===== config.mk =====
export PLATFORM = sky130hd
export DESIGN_NAME = vga_timing_gen
export DESIGN_NICKNAME = d
export VERILOG_FILES = /design/src/rtl/vga_pkg.sv /design/src/rtl/vga_axis_counter.sv /design/src/rtl/vga_timing_gen.sv
export SDC_FILE = /design/constraint.sdc
export NUM_CORES = 1
export LEC_CHECK = 0
export CAP_MARGIN = 10
export CORE_ASPECT_RATIO = 1.4
export CORE_UTILIZATION = 47
export DETAILED_ROUTE_END_ITERATION = 10
export PLACE_DENSITY = 0.79
export SYNTH_ARGS = -nofsm -noshare
export SYNTH_HDL_FRONTEND = slang
export SYNTH_HIERARCHICAL = 1
export SYNTH_SLANG_ARGS = --single-unit

===== constraint.sdc =====
create_clock -name i_clock -period 2.3 [get_ports i_clock]
set_input_delay 0.46 -clock i_clock [delete_from_list [all_inputs] [get_ports i_clock]]
set_output_delay 0.46 -clock i_clock [all_outputs]
set_load 0.05 [all_outputs]

===== src/rtl/vga_pkg.sv =====
// rtl/vga_pkg.sv - shared VGA timing defaults, pixel type and bar-pattern helper
package vga_pkg;

  // Default 640x480 @ 60 Hz timing (pixels / lines).
  localparam int DEF_H_ACTIVE = 640;
  localparam int DEF_H_FP     = 16;
  localparam int DEF_H_SYNC   = 96;
  localparam int DEF_H_BP     = 48;
  localparam int DEF_V_ACTIVE = 480;
  localparam int DEF_V_FP     = 10;
  localparam int DEF_V_SYNC   = 2;
  localparam int DEF_V_BP     = 33;

  // Default bits per colour channel.
  localparam int DEF_COLOR_W  = 2;

  // One pixel at the default colour depth, red in the most significant bits.
  typedef struct packed {
    logic [DEF_COLOR_W-1:0] r;
    logic [DEF_COLOR_W-1:0] g;
    logic [DEF_COLOR_W-1:0] b;
  } rgb_t;

  // Index of the vertical colour bar (0..7) that column x falls into.
  function automatic logic [2:0] bar_index(input int x, input int h_active);
    int k;
    k = (x * 8) / h_active;
    return k[2:0];
  endfunction

endpackage


===== src/rtl/vga_axis_counter.sv =====
// rtl/vga_axis_counter.sv - one timing axis: counter with wrap, sync window and active flag
module vga_axis_counter #(
  parameter int ACTIVE   = 640,
  parameter int FP       = 16,
  parameter int SYNC     = 96,
  parameter int BP       = 48,
  parameter bit SYNC_POL = 1'b0,
  localparam int TOTAL   = ACTIVE + FP + SYNC + BP,
  localparam int W       = $clog2(TOTAL)
) (
  input  logic         clock,
  input  logic         reset,
  input  logic         advance,
  output logic [W-1:0] count,
  output logic         sync,
  output logic         active,
  output logic         wrap
);

  localparam logic [W-1:0] LAST       = W'(TOTAL - 1);
  localparam logic [W-1:0] ACTIVE_END = W'(ACTIVE);
  localparam logic [W-1:0] SYNC_FIRST = W'(ACTIVE + FP);
  localparam logic [W-1:0] SYNC_LAST  = W'(ACTIVE + FP + SYNC - 1);

  // Every timing segment must be at least one unit long.
  if (ACTIVE < 1 || FP < 1 || SYNC < 1 || BP < 1) begin : g_bad_timing
    $error("vga_axis_counter: timing parameters must all be non-zero");
  end

  assign wrap   = advance && (count == LAST);
  assign active = (count < ACTIVE_END);
  assign sync   = ((count >= SYNC_FIRST) && (count <= SYNC_LAST)) ? SYNC_POL : ~SYNC_POL;

  // Position counter: steps on each advance and folds back to zero after the last unit.
  always_ff @(posedge clock or posedge reset) begin
    if (reset) begin
      count <= '0;
    end else if (advance) begin
      count <= wrap ? '0 : count + W'(1);
    end
  end

endmodule


===== src/rtl/vga_timing_gen.sv =====
// rtl/vga_timing_gen.sv - VGA raster timing generator with registered, blanked colour and syncs
// Optional build macro VGA_TEST_PATTERN_EN adds i_test_mode and an 8-bar colour test pattern.
module vga_timing_gen
  import vga_pkg::*;
#(
  parameter int CLK_DIV  = 1,
  parameter int H_ACTIVE = DEF_H_ACTIVE,
  parameter int H_FP     = DEF_H_FP,
  parameter int H_SYNC   = DEF_H_SYNC,
  parameter int H_BP     = DEF_H_BP,
  parameter int V_ACTIVE = DEF_V_ACTIVE,
  parameter int V_FP     = DEF_V_FP,
  parameter int V_SYNC   = DEF_V_SYNC,
  parameter int V_BP     = DEF_V_BP,
  parameter bit SYNC_POL = 1'b0,
  parameter int COLOR_W  = DEF_COLOR_W,
  localparam int H_TOTAL = H_ACTIVE + H_FP + H_SYNC + H_BP,
  localparam int V_TOTAL = V_ACTIVE + V_FP + V_SYNC + V_BP,
  localparam int XW      = $clog2(H_TOTAL),
  localparam int YW      = $clog2(V_TOTAL)
) (
  input  logic                 i_clock,
  input  logic                 i_reset,
`ifdef VGA_TEST_PATTERN_EN
  input  logic                 i_test_mode,
`endif
  input  logic [3*COLOR_W-1:0] i_rgb,
  output logic [XW-1:0]        o_x,
  output logic [YW-1:0]        o_y,
  output logic                 o_active,
  output logic                 o_pix_en,
  output logic                 o_line_start,
  output logic                 o_frame_start,
  output logic [COLOR_W-1:0]   o_vga_r,
  output logic [COLOR_W-1:0]   o_vga_g,
  output logic [COLOR_W-1:0]   o_vga_b,
  output logic                 o_vga_hs,
  output logic                 o_vga_vs
);

  if (CLK_DIV < 1) begin : g_bad_clk_div
    $error("vga_timing_gen: CLK_DIV must be at least 1");
  end

  localparam int PW = (CLK_DIV > 1) ? $clog2(CLK_DIV) : 1;
  localparam logic [PW-1:0] PRESC_LAST = PW'(CLK_DIV - 1);

  logic [PW-1:0]        presc;
  logic                 pix_en;
  logic [XW-1:0]        h_count;
  logic [YW-1:0]        v_count;
  logic                 h_sync;
  logic                 v_sync;
  logic                 h_active;
  logic                 v_active;
  logic                 h_wrap;
  logic                 v_wrap_unused;
  logic [3*COLOR_W-1:0] act_rgb;
  logic [3*COLOR_W-1:0] rgb_q;
  logic                 hs_q;
  logic                 vs_q;

  // Prescaler: divides the system clock down to the pixel rate.
  always_ff @(posedge i_clock or posedge i_reset) begin
    if (i_reset) begin
      presc <= '0;
    end else if (presc == PRESC_LAST) begin
      presc <= '0;
    end else begin
      presc <= presc + PW'(1);
    end
  end

  // With CLK_DIV=1 the prescaler sits at zero and the strobe is permanently high.
  assign pix_en = (presc == PRESC_LAST);

  vga_axis_counter #(
    .ACTIVE   (H_ACTIVE),
    .FP       (H_FP),
    .SYNC     (H_SYNC),
    .BP       (H_BP),
    .SYNC_POL (SYNC_POL)
  ) u_h_axis (
    .clock    (i_clock),
    .reset    (i_reset),
    .advance  (pix_en),
    .count    (h_count),
    .sync     (h_sync),
    .active   (h_active),
    .wrap     (h_wrap)
  );

  // The vertical axis steps once per completed line, wrapping on the same edge as the line.
  vga_axis_counter #(
    .ACTIVE   (V_ACTIVE),
    .FP       (V_FP),
    .SYNC     (V_SYNC),
    .BP       (V_BP),
    .SYNC_POL (SYNC_POL)
  ) u_v_axis (
    .clock    (i_clock),
    .reset    (i_reset),
    .advance  (h_wrap),
    .count    (v_count),
    .sync     (v_sync),
    .active   (v_active),
    .wrap     (v_wrap_unused)
  );

  assign o_x           = h_count;
  assign o_y           = v_count;
  assign o_active      = h_active & v_active;
  assign o_pix_en      = pix_en;
  assign o_line_start  = pix_en & (h_count == '0);
  assign o_frame_start = pix_en & (h_count == '0) & (v_count == '0);

`ifdef VGA_TEST_PATTERN_EN
  logic [2:0] bar;
  assign bar     = bar_index(int'(h_count), H_ACTIVE);
  assign act_rgb = i_test_mode ? {{COLOR_W{bar[2]}}, {COLOR_W{bar[1]}}, {COLOR_W{bar[0]}}}
                               : i_rgb;
`else
  assign act_rgb = i_rgb;
`endif

  // Output stage: capture blanked colour and syncs once per pixel, one pixel behind the counters.
  always_ff @(posedge i_clock or posedge i_reset) begin
    if (i_reset) begin
      rgb_q <= '0;
      hs_q  <= ~SYNC_POL;
      vs_q  <= ~SYNC_POL;
    end else if (pix_en) begin
      rgb_q <= o_active ? act_rgb : '0;
      hs_q  <= h_sync;
      vs_q  <= v_sync;
    end
  end

  assign o_vga_r  = rgb_q[3*COLOR_W-1 -: COLOR_W];
  assign o_vga_g  = rgb_q[2*COLOR_W-1 -: COLOR_W];
  assign o_vga_b  = rgb_q[COLOR_W-1:0];
  assign o_vga_hs = hs_q;
  assign o_vga_vs = vs_q;

endmodule

==> reports/metrics.cfg, run 1 <==
[cells_and_area]
finalNetCount = 203
area_growth_pct = 42.3
utilization = 0.700
final_cell_mix = clkdlybuf4s50_1, dfrtp_1, nand2_1, buf_4, nor2_1
antennaDiodeCount = 0
layout_commonest_cell = clkdlybuf4s50_1
drive_above_1_share = 0.184

[worst_setup_path]
r2r_cells = 7
worstReg2RegEnd = u_v_axis/count[9]
arrival_ps = 1830
start_kind = flip-flop
worstPathMaxFanout = 2
end_kind = output port
required_ps = 1840
timing.rr.start = u_h_axis/count[0]
path_class = flip-flop to output port
r2r_setup_slack_ps = 170

[die]
dieArea_sq_um = 3210
die_x_microns = 48.2
rows = 23
initial_core_util = 0.492
core_area_sq_um = 2850
io_pins = 40
chipHeight_microns = 66.6

[sta]
worst_slew_pin_slew_ps = 516
hold_viol_final = 0
min_period_over_period = 0.996
maxSlewHeadroom = 0.655
holdWs_ps = 492
final-setup-viol-count = 0
max_freq_ghz = 0.437
post-route-min-period_ps = 2290
drv_slew = 0
clock_skew_ps = 5.61
rsz0062_at_grt = true

[grt]
grt_max_degree = 16
antenna_found_initial = 0
grt-ovfl-total = 0
track_usage = 0.231
grt_first_pass_wirelength_microns = 5240
grt_pass1_vias = 1159

[placement]
io_buffers = 38
gp_congestion = 0.870
dpl.hpwl_microns = 2420

[synth]
ys_seq_elements = 28
syn_avg_cell_area_sq_um = 10.4
syn-cell-area_sq_um = 1400
synthDistinctLibCells = 40
ys_async_sr_fraction = 1.00
synth_edf_count = 0
ys.flop_type = dfrtp_1
synth_warnings = 6
postSynthCellCount = 135
seq_area_frac_synth = 0.501

[drt]
drt_iter0_drc = 50
drc = 0
viasPerCell = 5.49
drt-total-wl_microns = 3270
ant_nets = 0
via_count = 1246
wire_per_inst_microns = 14.4
drt_first_pass_iters = 4

[clock_tree]
clockBufferDepth = 2
cts.sinks = 28
worst_skew_pair.late_latency_ps = 280
root_buffer = clkbuf_8
numCtsBuffers = 3
htreeDepth = 1
cts_tree = done
clkTransAtPathRegs_ps = 90

[min_path]
hold_path_class = input port to async pin

[outcome]
status = completed

[power_and_ir_drop]
leakage_nw = 0.886
power.density_nw_per_um2 = 810
ir_drop_mv = 0.667

[job]
drv_cap = 0

==> report_power, final <==
part / internal (mW) / switching (mW)
Combinational: 0.287 / 0.448
Sequential: 0.559 / 0.0509
Clock: 0.124 / 0.147
Total: 0.970 / 0.646
==> worst max-delay path, cell delays in order (launching register included) <==
cell and delay [ps]:
dfrtp_2 410, or4_4 540, nor4_4 230, and3_4 240, buf_12 130
==> metrics by stage <==
step / power [mW] / setup slack [ps] / std cells / instance area (sq um) / TNS (ps)
floorplan: 1.07 / -311 / 142 / 1440 / -347
detailed placement: 1.30 / 182 / 218 / 1910 / 0
global route: 1.69 / -75.4 / 227 / 2000 / -75.4
finish: 1.62 / 9.63 / 227 / 2000 / 0
CTS: 1.63 / -12.7 / 227 / 1990 / -12.7
global placement: 1.28 / 267 / 218 / 1910 / 0
==> per-layer routing <==
| metal | routed length, microns | track usage | vias to the layer above | share of wire |
|---|---|---|---|---|
| met3 | 179 | 0.0352 | 5 | 0.055 |
| met4 | 65 | 0.118 | 0 | 0.020 |
| met5 | 0 | 0 | - | 0 |
| li1 | - | - | 585 | - |
| met2 | 1720 | 0.378 | 54 | 0.52 |
| met1 | 1310 | 0.277 | 602 | 0.40 |
==> area by class of cell <==
cell class | instances | area (sq um)
clock buffers | 4 | 45.0
flip-flops and latches | 28 | 711
well taps | 37 | 46.3
multi-input cells | 104 | 689
fillers | 203 | 853
inverters | 7 | 26.3
repair buffers | 47 | 478
==> cell usage after synthesis, types with 2 or more instances <==
cell,instances,area (sq um)
dfstp_2,2,52.6
and2_1,2,12.5
xnor2_1,4,35.0
nand3_1,5,25.0
nand4_1,6,37.5
xor2_1,7,61.3
nand2_1,13,48.8
o21ai_0,6,30.0
nor2_1,9,33.8
or4_1,4,30.0
dfrtp_1,26,651
a21oi_1,2,10.0
and3_1,8,50.1
nor3_1,4,20.0
buf_4,2,15.0
inv_1,7,26.3
ha_1,4,50.1
o22ai_1,2,12.5
==> timing repair <==
action | CTS | global route
pin swaps | 2 | 2
hold endpoints to repair | 0 | 0
resized for setup | 1 | 1
setup endpoints to repair | 1 | 5
setup buffers | 5 | 0
hold buffers | 0 | 0
==> cells by family (layout without fill, tap and decap cells) <==
kind of cell	Yosys count	count (layout)	share of synthesized area
AND/OR/NAND/NOR	63	63	0.271
flip-flops	28	28	0.501
AO/OA/AOI/OAI	17	17	0.0794
XOR/XNOR	11	11	0.0687
buffers and inverters	10	58	0.0330
adder cells (fa/ha/maj)	4	4	0.0357
other	1	8	0.00267
multiplexers	1	1	0.00803
==> registers in the layout (all words and copies together), names as in the netlist <==
signal and cells:
o_vga_vs 1, u_v_axis/count 10, rgb_q 6, o_vga_hs 1
u_h_axis/count 10
==> worst max-delay path by stage <==
stage	startpoint	end	slack [ps]	depth (start not counted)
after detailed placement	u_h_axis/count[0]	u_v_axis/count[9]	180	6
after CTS	u_h_axis/count[5]	o_frame_start	-10	4
after global routing	u_h_axis/count[4]	o_frame_start	-80	4
after global placement	u_h_axis/count[1]	o_frame_start	270	4
final	u_h_axis/count[4]	o_frame_start	10	4
after floorplan	u_h_axis/count[1]	o_frame_start	-310	3
Power figures use the tool's default switching activity.
==> run 2, diff against run 1 <==
- CORE_MARGIN: unset -> 2
- SKIP_LAST_GASP: unset -> 1
==> run 2 against run 1 <==
Routed wire length up 2.7%; largest cell class unchanged; global-route usage decreased by 2.2 points; hold slack is essentially flat; critical endpoint unchanged.
==> reports/metrics.cfg, run 2 (same netlist as run 1, synthesis figures left out) <==
[sta]
hold_viol_final = 0
worst_slew_pin_slew_ps = 521
drv_slew = 0
min_period_over_period = 0.999
clock_skew_ps = 0.915
maxSlewHeadroom = 0.652
post-route-min-period_ps = 2300
max_freq_ghz = 0.435
rsz0062_at_grt = true
final-setup-viol-count = 0

[drt]
viasPerCell = 5.41
ant_nets = 0
wire_per_inst_microns = 14.8
drc = 0
drt_iter0_drc = 52
drt_first_pass_iters = 4
via_count = 1229
drt-total-wl_microns = 3360

[clock_tree]
htreeDepth = 1
cts.sinks = 28
worst_skew_pair.late_latency_ps = 270
cts_tree = done
root_buffer = clkbuf_8
clkTransAtPathRegs_ps = 90
numCtsBuffers = 3
hold_buffers = 0
clockBufferDepth = 2

[die]
die_x_microns = 50.2
core_area_sq_um = 2850
chipHeight_microns = 68.6
io_pins = 40
dieArea_sq_um = 3440
rows = 23
initial_core_util = 0.492

[grt]
grt_pass1_vias = 1112
track_usage = 0.209
grt_first_pass_wirelength_microns = 5390
grt_max_degree = 16
antenna_found_initial = 0
grt-ovfl-total = 0

[worst_setup_path]
arrival_ps = 1840
start_kind = flip-flop
path_class = flip-flop to output port
end_kind = output port
crit_chain = or4_4 -> nor4_4 -> and3_4 -> buf_12
cp_slowest_cell = or4_4
required_ps = 1840
r2r_setup_slack_ps = 170
slowest_delay_ps = 540
worstPathMaxFanout = 2

[cells_and_area]
stdcell_area_sq_um = 2010
layout.area.seq_sq_um = 711
utilization = 0.704
antennaDiodeCount = 0
final_cell_mix = clkdlybuf4s50_1, dfrtp_1, nand2_1, buf_4, nor2_1
top_regs = u_h_axis/count x10, u_v_axis/count x10, rgb_q x6
stdcell_count = 227
drive_above_1_share = 0.189
area_growth_pct = 43.0
fillers = 219
finalNetCount = 203
layout_commonest_cell = clkdlybuf4s50_1
multiInputGateArea_sq_um = 689

[outcome]
status = completed

[power_and_ir_drop]
leakage_nw = 0.891
power.density_nw_per_um2 = 812
ir_drop_mv = 0.761

[placement]
io_buffers = 38
dpl.hpwl_microns = 2460
dp.cells = 219
place_area_sq_um = 1920
gp_congestion = 0.828

[min_path]
hold_path_class = input port to async pin

[job]
drv_cap = 0

[run 2: cell counts in the layout (fill, tap and decap cells not counted)]
Identical to the previous run, type by type.
[run 2: final cells by class]
type | instances | share of cell area
Clock buffer | 4 | 0.0274
Inverter | 7 | 0.0131
Multi-Input combinational cell | 104 | 0.344
Sequential cell | 28 | 0.354
Tap cell | 37 | 0.0231
Timing Repair Buffer | 47 | 0.238
[run 2: power by group]
group,internal (mW),switching [mW],leakage [nW]
Sequential,0.559,0.0552,0.342
Clock,0.153,0.148,0.0288
Combinational,0.275,0.437,0.520
Total,0.988,0.640,0.891
[run 2: path summary, 6_finish.rpt]
kind,startpoint,endpoint,depth (start not counted)
max,u_h_axis/count[7],o_frame_start,4
min,i_reset,rgb_q[2],2
max reg2reg,u_h_axis/count[0],u_v_axis/count[9],7
min reg2reg,u_h_axis/count[3],u_h_axis/count[3],1
max in group asynchronous,i_reset,u_h_axis/count[3],2
min in group i_clock,u_h_axis/count[3],u_h_axis/count[3],1
[run 2: per-layer routing]
metal	up-vias	GRT usage	routed length, microns
met5	-	0	0
met4	0	0.101	68
met3	7	0.0259	164
met2	40	0.377	1790
met1	593	0.247	1330
li1	589	-	-
[run 2: timing repair]
item,4_1_cts,5_1_grt
setup buffers,4,0
gates resized for setup,1,1
setup endpoints to repair,1,6
pin swaps,3,0
[run 2: critical path, delay by kind of cell, from the launching register on]
family                 cells  cell delay (ps)
buffers and inverters      1              130
AND/OR/NAND/NOR            3             1030
flip-flops                 1              410
[run 2: through the flow]
stage	TNS (ps)	power, mW	setup slack (ps)	hold slack [ps]
3_3_place_gp	0	1.29	255	520
3_5_place_dp	0	1.30	181	522
2_1_floorplan	-347	1.07	-311	274
4_1_cts	-24.8	1.64	-24.8	507
6_report	0	1.63	1.76	492
5_1_grt	-120	1.70	-80.8	527
==> run 3, diff against run 2 <==
- SLEW_MARGIN: unset -> 40
==> results of run 3 <==
The final DEF is identical to that of run 2; final timing and power are the same.
